File: src/rtl/mem_stage_access_ctrl.sv
// mem_stage_access_ctrl
//   MEM-stage controller sitting on the EX/MEM pipeline register. Loads and
//   stores are issued on a registered req/ack data-memory bus while the
//   pipeline is stalled. The stall ends on ack, or after TIMEOUT cycles
//   without ack, which is reported as a bus error. Non-memory instructions
//   pass to the MEM/WB register with a single edge of latency.
//
// Ports
//   clk, reset                  clock (rising edge), async active-low reset
//   i_ALU_out .. i_WDSel        EX/MEM fields (ALU result doubles as address)
//   o_mem_req/we/addr/wdata     data-memory bus request side (registered)
//   i_mem_ack, i_mem_rdata      data-memory bus response side
//   o_stall                     freeze EX/MEM and earlier stages (comb)
//   o_ALU_out .. o_WDSel        MEM/WB fields
//   o_bus_err                   one-cycle pulse after a timed-out access
module mem_stage_access_ctrl #(
  parameter int unsigned DATA_W  = 32,
  parameter int unsigned TIMEOUT = 16
) (
  input  logic              clk,
  input  logic              reset,
  input  logic [DATA_W-1:0] i_ALU_out,
  input  logic [DATA_W-1:0] i_Store_Data,
  input  logic [4:0]        i_rd,
  input  logic [DATA_W-1:0] i_PC_plus_4,
  input  logic              i_RegWrite,
  input  logic              i_MemWrite,
  input  logic              i_MemRead,
  input  logic [1:0]        i_WDSel,
  output logic              o_mem_req,
  output logic              o_mem_we,
  output logic [DATA_W-1:0] o_mem_addr,
  output logic [DATA_W-1:0] o_mem_wdata,
  input  logic              i_mem_ack,
  input  logic [DATA_W-1:0] i_mem_rdata,
  output logic              o_stall,
  output logic [DATA_W-1:0] o_ALU_out,
  output logic [DATA_W-1:0] o_Mem_data,
  output logic [DATA_W-1:0] o_PC_plus_4,
  output logic [4:0]        o_rd,
  output logic              o_RegWrite,
  output logic [1:0]        o_WDSel,
  output logic              o_bus_err
);

  localparam int unsigned CNT_W = $clog2(TIMEOUT) + 1;
  localparam logic [CNT_W-1:0] CNT_LAST = CNT_W'(TIMEOUT - 1);

  typedef enum logic [1:0] {
    S_IDLE,
    S_ACCESS,
    S_DONE
  } state_t;

  state_t            r_state;
  state_t            w_next;
  logic [CNT_W-1:0]  r_cnt;
  logic [DATA_W-1:0] r_rdata;
  logic              r_err;

  logic              w_acc;
  logic              w_stall;
  logic              w_ack;
  logic              w_timeout;
  logic              w_load;    // MEM/WB takes the EX/MEM fields this edge
  logic              w_bubble;  // MEM/WB takes an empty slot this edge

  assign w_acc   = i_MemRead | i_MemWrite;
  assign o_stall = w_stall;

  always_ff @(posedge clk or negedge reset) begin
    if (!reset) begin
      r_state <= S_IDLE;
    end else begin
      r_state <= w_next;
    end
  end

  always_comb begin
    w_next    = r_state;
    w_stall   = 1'b0;
    w_ack     = 1'b0;
    w_timeout = 1'b0;
    w_load    = 1'b0;
    w_bubble  = 1'b0;
    case (r_state)
      S_IDLE: begin
        if (w_acc) begin
          w_stall  = 1'b1;
          w_bubble = 1'b1;
          w_next   = S_ACCESS;
        end else begin
          w_load = 1'b1;
        end
      end
      S_ACCESS: begin
        w_stall  = 1'b1;
        w_bubble = 1'b1;
        // Ack has priority, so an ack on the last allowed cycle still succeeds.
        if (i_mem_ack) begin
          w_ack  = 1'b1;
          w_next = S_DONE;
        end else if (r_cnt == CNT_LAST) begin
          w_timeout = 1'b1;
          w_next    = S_DONE;
        end
      end
      S_DONE: begin
        w_load = 1'b1;
        w_next = S_IDLE;
      end
      default: begin
        w_next = S_IDLE;
      end
    endcase
  end

  // Bus side: request registers, timeout counter, captured response.
  always_ff @(posedge clk or negedge reset) begin
    if (!reset) begin
      o_mem_req   <= 1'b0;
      o_mem_we    <= 1'b0;
      o_mem_addr  <= '0;
      o_mem_wdata <= '0;
      r_cnt       <= '0;
      r_rdata     <= '0;
      r_err       <= 1'b0;
    end else begin
      if (r_state == S_IDLE && w_acc) begin
        o_mem_req   <= 1'b1;
        o_mem_we    <= i_MemWrite;
        o_mem_addr  <= i_ALU_out;
        o_mem_wdata <= i_Store_Data;
        r_cnt       <= '0;
        r_rdata     <= '0;
        r_err       <= 1'b0;
      end else if (r_state == S_ACCESS) begin
        if (w_ack) begin
          o_mem_req <= 1'b0;
          r_rdata   <= o_mem_we ? '0 : i_mem_rdata;
        end else if (w_timeout) begin
          o_mem_req <= 1'b0;
          r_err     <= 1'b1;
        end else begin
          r_cnt <= r_cnt + 1'b1;
        end
      end
    end
  end

  // MEM/WB register.
  always_ff @(posedge clk or negedge reset) begin
    if (!reset) begin
      o_ALU_out   <= '0;
      o_Mem_data  <= '0;
      o_PC_plus_4 <= '0;
      o_rd        <= '0;
      o_RegWrite  <= 1'b0;
      o_WDSel     <= '0;
      o_bus_err   <= 1'b0;
    end else begin
      o_bus_err <= 1'b0;
      if (w_load) begin
        o_ALU_out   <= i_ALU_out;
        o_PC_plus_4 <= i_PC_plus_4;
        o_rd        <= i_rd;
        o_WDSel     <= i_WDSel;
        if (r_state == S_DONE) begin
          // A timed-out access must not write back anything.
          o_RegWrite <= i_RegWrite & ~r_err;
          o_Mem_data <= r_err ? '0 : r_rdata;
          o_bus_err  <= r_err;
        end else begin
          o_RegWrite <= i_RegWrite;
          o_Mem_data <= '0;
        end
      end else if (w_bubble) begin
        o_ALU_out   <= '0;
        o_Mem_data  <= '0;
        o_PC_plus_4 <= '0;
        o_rd        <= '0;
        o_RegWrite  <= 1'b0;
        o_WDSel     <= '0;
      end
    end
  end

endmodule

File: config.mk
export PLATFORM = sky130hd
export DESIGN_NAME = mem_stage_access_ctrl
export DESIGN_NICKNAME = d
export VERILOG_FILES = /design/src/rtl/mem_stage_access_ctrl.sv
export SDC_FILE = /design/constraint.sdc
export NUM_CORES = 1
export LEC_CHECK = 0
export CAP_MARGIN = 20
export CORE_MARGIN = 1
export CORE_UTILIZATION = 43
export DETAILED_ROUTE_END_ITERATION = 16
export PLACE_DENSITY = 0.8
export SYNTH_ARGS = -nofsm -noshare
export SYNTH_HDL_FRONTEND = slang
export SYNTH_SLANG_ARGS = --single-unit
File: constraint.sdc
create_clock -name clk -period 2.16 [get_ports clk]
set_input_delay 0.54 -clock clk [delete_from_list [all_inputs] [get_ports clk]]
set_output_delay 0.54 -clock clk [all_outputs]
set_load 0.005 [all_outputs]
Word level (Yosys, flattened, before mapping) --
Cells that the tools add are included.
Operators by class: add/subtract/negate cells 1, $mul 0, div/mod/pow operators 0, order comparisons 0, equal/unequal tests 7, shift-type cells 0, muxes and demuxes 44, bitwise operators 3, reduce and logical (&&, ||, !) cells 12
Operator list (count):
- $mux W32 | 10
- $mux W5 | 6
- $mux W1 | 20
- $mux W2 | 5
- $reduce_bool A2 Y1 | 4
- $reduce_and A2 Y1 | 3
- $reduce_and A3 Y1 | 2
- $add A5 B1 Y5 const B | 1
- $eq A5 B4 Y1 const B | 1
- $ne A2 B1 Y1 const B | 2
- $pmux W1 S2 | 2
- $pmux W2 S2 | 1
- $ne A3 B3 Y1 const B | 1
- $reduce_bool A3 Y1 | 1
- $eq A2 B1 Y1 const B | 1
- $eq A2 B2 Y1 const B | 1
- $logic_not A2 Y1 | 1
- $ne A2 B2 Y1 const B | 1
- $and A1 B1 Y1 | 1
- $logic_and A1 B1 Y1 | 1
- $not A1 Y1 | 1
- $or A1 B1 Y1 | 1
Storage, ports and cells: register bits 211, bits in latches 0, memory bits (writable) 0, ROM bits 0, input bits 141, output and inout port bits 172, memories 0

Logic depth before layout (Yosys ltp) --
word-level depth 8, mapped depth 6, mapped depth without buffers 6

Worst setup path before layout --
No wires, ideal clock.
path kind reg-to-reg, from reg r_cnt[0], to reg r_cnt[3], library setup time 0.131 ns, arrival 1.629 ns, data required time 2.029 ns, path slack 0.400 ns, cell stages (with the launch flop) 7, clock period less this slack 1.760 ns, cell sequence dfrtp_1 > ha_1 > and3_1 > ha_1 > nor4b_4 > nand4_1 > mux2i_1
Between the ends: cells in the longest elaborated chain, start to end 6, elaborated cells between the ends (all ways) 11
Ends and longest elaborated chain:
- start, declared | line 57 | logic [CNT_W-1:0] r_cnt;
- start signal, assigned | line 145 | r_cnt <= r_cnt + 1'b1;
- parallel branches: the longest is 6 deep, another holds $add A5 B1 Y5
Several ways; the timed one is not identified. The select of a mux whose other input is x is not followed. A chain may end at the register's enable or synchronous reset.

Worst setup path in the final report --
from reg o_mem_we, to out o_mem_we
RTL lines:
- start, declared | line 31 | output logic o_mem_we,
- start signal, assigned | line 131 | o_mem_we <= i_MemWrite;
No word-level cell between the ends.

==> insert_results.sql <==
INSERT INTO impl_metrics (metric_group, metric, value, unit) VALUES
('status', 'status', 'complete, but fails checks', ''),
('status', 'violations', 'negative hold slack', ''),
('synth', 'number_of_nets_in_the_synthesized_netlist', '633', ''),
('floorplan', 'die-area', '18700', 'um2'),
('power', 'ir_worst_vdd', '804', 'uV'),
('grt', 'grt_usage', '21.3', '%'),
('route', 'route.vias.total', '5594', ''),
('sta', 'achievable-frequency', '0.497', 'GHz'),
('synth', 'synthesis.instances', '490', ''),
('route', 'route.final.wire_length', '20.3', 'mm'),
('setup_path', 'crit_path_top_delay_cell', 'sky130_fd_sc_hd__clkdlybuf4s50_1', ''),
('sta', 'worst-slew-pin-transition', '0.524', 'ns'),
('cells_and_area', 'area.growth.synth_to_final', '52.8', '%'),
('setup_path', 'critPathBufInv', '1', ''),
('cells_and_area', 'antenna-diode-count', '0', ''),
('clocking', 'clk_pin_slew', '0.06', 'ns'),
('setup_path', 'signal_arrival_time_at_the_worst_endpoint', '1.47', 'ns'),
('sta', 'fraction_of_the_cycle_the_final_worst_path_needs', '93.2', '%'),
('floorplan', 'die_y', '137', 'um'),
('clocking', 'clkLatencyLatePin', '0.50', 'ns'),
('clocking', 'cts.htree.levels', '1', ''),
('sta', 'setup_total_negative_slack', '0', 'ns'),
('route', 'drc_violation_count_after_routing', '0', ''),
('worst_hold_path', 'hold_path.class', 'in -> async', ''),
('synth', 'asyncSetResetFlopFracSynth', '100', '%'),
('grt', 'first_global_vias', '5825', ''),
('cells_and_area', 'mostFrequentLayoutCells', 'sky130_fd_sc_hd__clkdlybuf4s50_1, sky130_fd_sc_hd__dfrtp_1, sky130_fd_sc_hd__a22o_1, sky130_fd_sc_hd__mux2_2, sky130_fd_sc_hd__clkbuf_16', ''),
('power', 'pwr_density_cell', '1210', 'nW/um2'),
('floorplan', 'coreArea', '17500', 'um2'),
('route', 'drtIter0Drc', '195', ''),
('setup_path', 'cp_slowest_stage_delay', '0.56', 'ns'),
('power', 'p_int', '10.3', 'mW'),
('clocking', 'cts_max_path_buffers', '3', ''),
('synth', 'synthDistinctLibCells', '31', ''),
('clocking', 'tritoncts_clock_tree', 'yes', ''),
('sta', 'fin_worst_hold_slack', '-0.000662', 'ns'),
('clocking', 'cts_inserted_buffers', '23', ''),
('floorplan', 'design.portCount', '313', ''),
('grt', 'grt_antenna_before_repair', '0', ''),
('setup_path', 'cp-end-kind', 'output pin', ''),
('sta', 'grt_setup_unrepaired', 'false', ''),
('sta', 'period_minus_slack', '2.01', 'ns'),
('power', 'netSwitchingFraction', '28.4', '%'),
('synth', 'post_synth_instance_area', '7790', 'um2'),
('floorplan', 'floorplan.initialDensity', '44.6', '%'),
('cells_and_area', 'final_cells', '1051', ''),
('grt', 'grt_max_degree', '59', ''),
('placed_design', 'buffer_ports.inserted', '312', ''),
('cells_and_area', 'final_design_area_no_fill', '11900', 'um2'),
('sta', 'finalMaxSlewViolations', '0', ''),
('power', 'static-leakage-power', '5.29', 'nW'),
('grt', 'grt_pass1_wl', '31.2', 'mm'),
('power', 'netSwitchingPower', '4.09', 'mW'),
('sta', 'clock_skew', '0.0105', 'ns'),
('power', 'combinational_cell_fraction_of_total_power', '34.3', '%'),
('setup_path', 'worstPathMaxFanout', '3', ''),
('sta', 'timing.final.hold_violations', '2', ''),
('synth', 'synthFlopType', 'sky130_fd_sc_hd__dfrtp_1', ''),
('placed_design', 'post_dp_cell_area', '11200', 'um2'),
('sta', 'setup_ws', '0.146', 'ns'),
('synth', 'syn_area_per_cell', '15.9', 'um2'),
('setup_path', 'cell_family_contributing_the_most_delay_on_the_critical_path', 'buffers and inverters', ''),
('sta', 'relSlewSlack', '65.1', '%'),
('clocking', 'setup_fix_bufs_post_cts', '0', ''),
('route', 'number_of_routed_nets_with_antenna_violations', '0', ''),
('power', 'pwr_total', '14.4', 'mW'),
('route', 'post_drt_wl_per_cell', '19.3', 'um'),
('setup_path', 'worst_ep_required_time', '1.62', 'ns'),
('route', 'avgViaCountPerCell', '5.32', ''),
('setup_path', 'timing.critical_path.from_type', 'flop', ''),
('clocking', 'clock-sinks', '211', '');
==> through the flow <==
stage | util, % | hold slack (ns)
after floorplan | - | 0.244
after global placement | 63.9 | 0.457
after detailed placement | 63.9 | 0.471
after CTS | 68.1 | 0.00306
after global routing | 68.1 | 0.0289
final | 68.1 | -0.000662
==> area by class of cell <==
| class | count | area [um2] |
|---|---|---|
| tap | 225 | 282 |
| timing repair buffer | 331 | 3370 |
| multi-input combinational | 239 | 2230 |
| clock buffer | 30 | 662 |
| inverter | 3 | 11.3 |
| clock inverter | 12 | 67.6 |
| sequential | 211 | 5280 |
| fill | 1189 | 5580 |
==> sequential cells by signal (all words and copies together), names as in the netlist, 5 cells and up <==
signal and flops:
r_cnt 5, r_rdata 32, o_ALU_out 32, o_rd 5
o_PC_plus_4 32, o_mem_wdata 32, o_mem_addr 32, o_Mem_data 32
==> synthesized netlist by cell type (3+ instances only) <==
master / n / area (um2)
sky130_fd_sc_hd__mux2i_1: 3 / 30.0
sky130_fd_sc_hd__a22o_1: 137 / 1200
sky130_fd_sc_hd__buf_2: 14 / 70.1
sky130_fd_sc_hd__inv_1: 3 / 11.3
sky130_fd_sc_hd__dfrtp_1: 211 / 5280
sky130_fd_sc_hd__nor2_1: 9 / 33.8
sky130_fd_sc_hd__buf_6: 15 / 169
sky130_fd_sc_hd__mux2_2: 59 / 664
sky130_fd_sc_hd__buf_4: 3 / 22.5
sky130_fd_sc_hd__mux2_1: 5 / 56.3
sky130_fd_sc_hd__clkbuf_1: 5 / 18.8
==> kinds of logic (layout without fill, tap and decap cells) <==
family                   Yosys count  in the layout  synth area share, %
flip-flops                       211            211                 67.8
AO/OA/AOI/OAI                    144            144                 16.2
multiplexers                      67             67                 9.64
buffers and inverters             40            376                 3.74
AND/OR/NAND/NOR                   25             25                 2.20
adder cells (fa/ha/maj)            2              2                0.321
XOR/XNOR                           1              1                0.112
==> timing repair <==
item	CTS	global route
resized for setup	4	0
hold buffers	0	0
setup endpoints to repair	1	0
==> power groups by stage <==
stage          clock network (mW)  registers, mW  logic (mW)
2_1_floorplan                   0           5.81        2.16
3_3_place_gp                    0           5.76        4.82
3_5_place_dp                    0           5.84        4.98
4_1_cts                      3.79           5.79        5.01
5_1_grt                      3.95           5.92        5.29
6_report                     3.70           5.79        4.95
==> layer usage <==
metal	global-route usage, %	share of wire (%)
met1	26.3	39
met2	36.1	49
met3	5.33	7.9
met4	7.65	3.6
met5	0	0
==> final timing paths <==
path                                      startpoint                         to  slack (ns)  cells after the start
worst max-delay path            o_mem_we$_DFFE_PN0P_                   o_mem_we        0.15                      1
worst max register to register  r_cnt[0]$_DFFE_PN0P_       r_cnt[3]$_DFFE_PN0P_        0.25                      6
min in group clk                r_cnt[3]$_DFFE_PN0P_       r_cnt[3]$_DFFE_PN0P_        0.48                      1
worst min register to register  r_cnt[3]$_DFFE_PN0P_       r_cnt[3]$_DFFE_PN0P_        0.48                      1
max in group asynchronous                      reset        o_rd[1]$_DFFE_PN0P_        1.50                      2
worst min-delay path                           reset  o_ALU_out[18]$_DFFE_PN0P_     -0.0007                      1
Note: power is estimated with default switching activity, not from simulation.
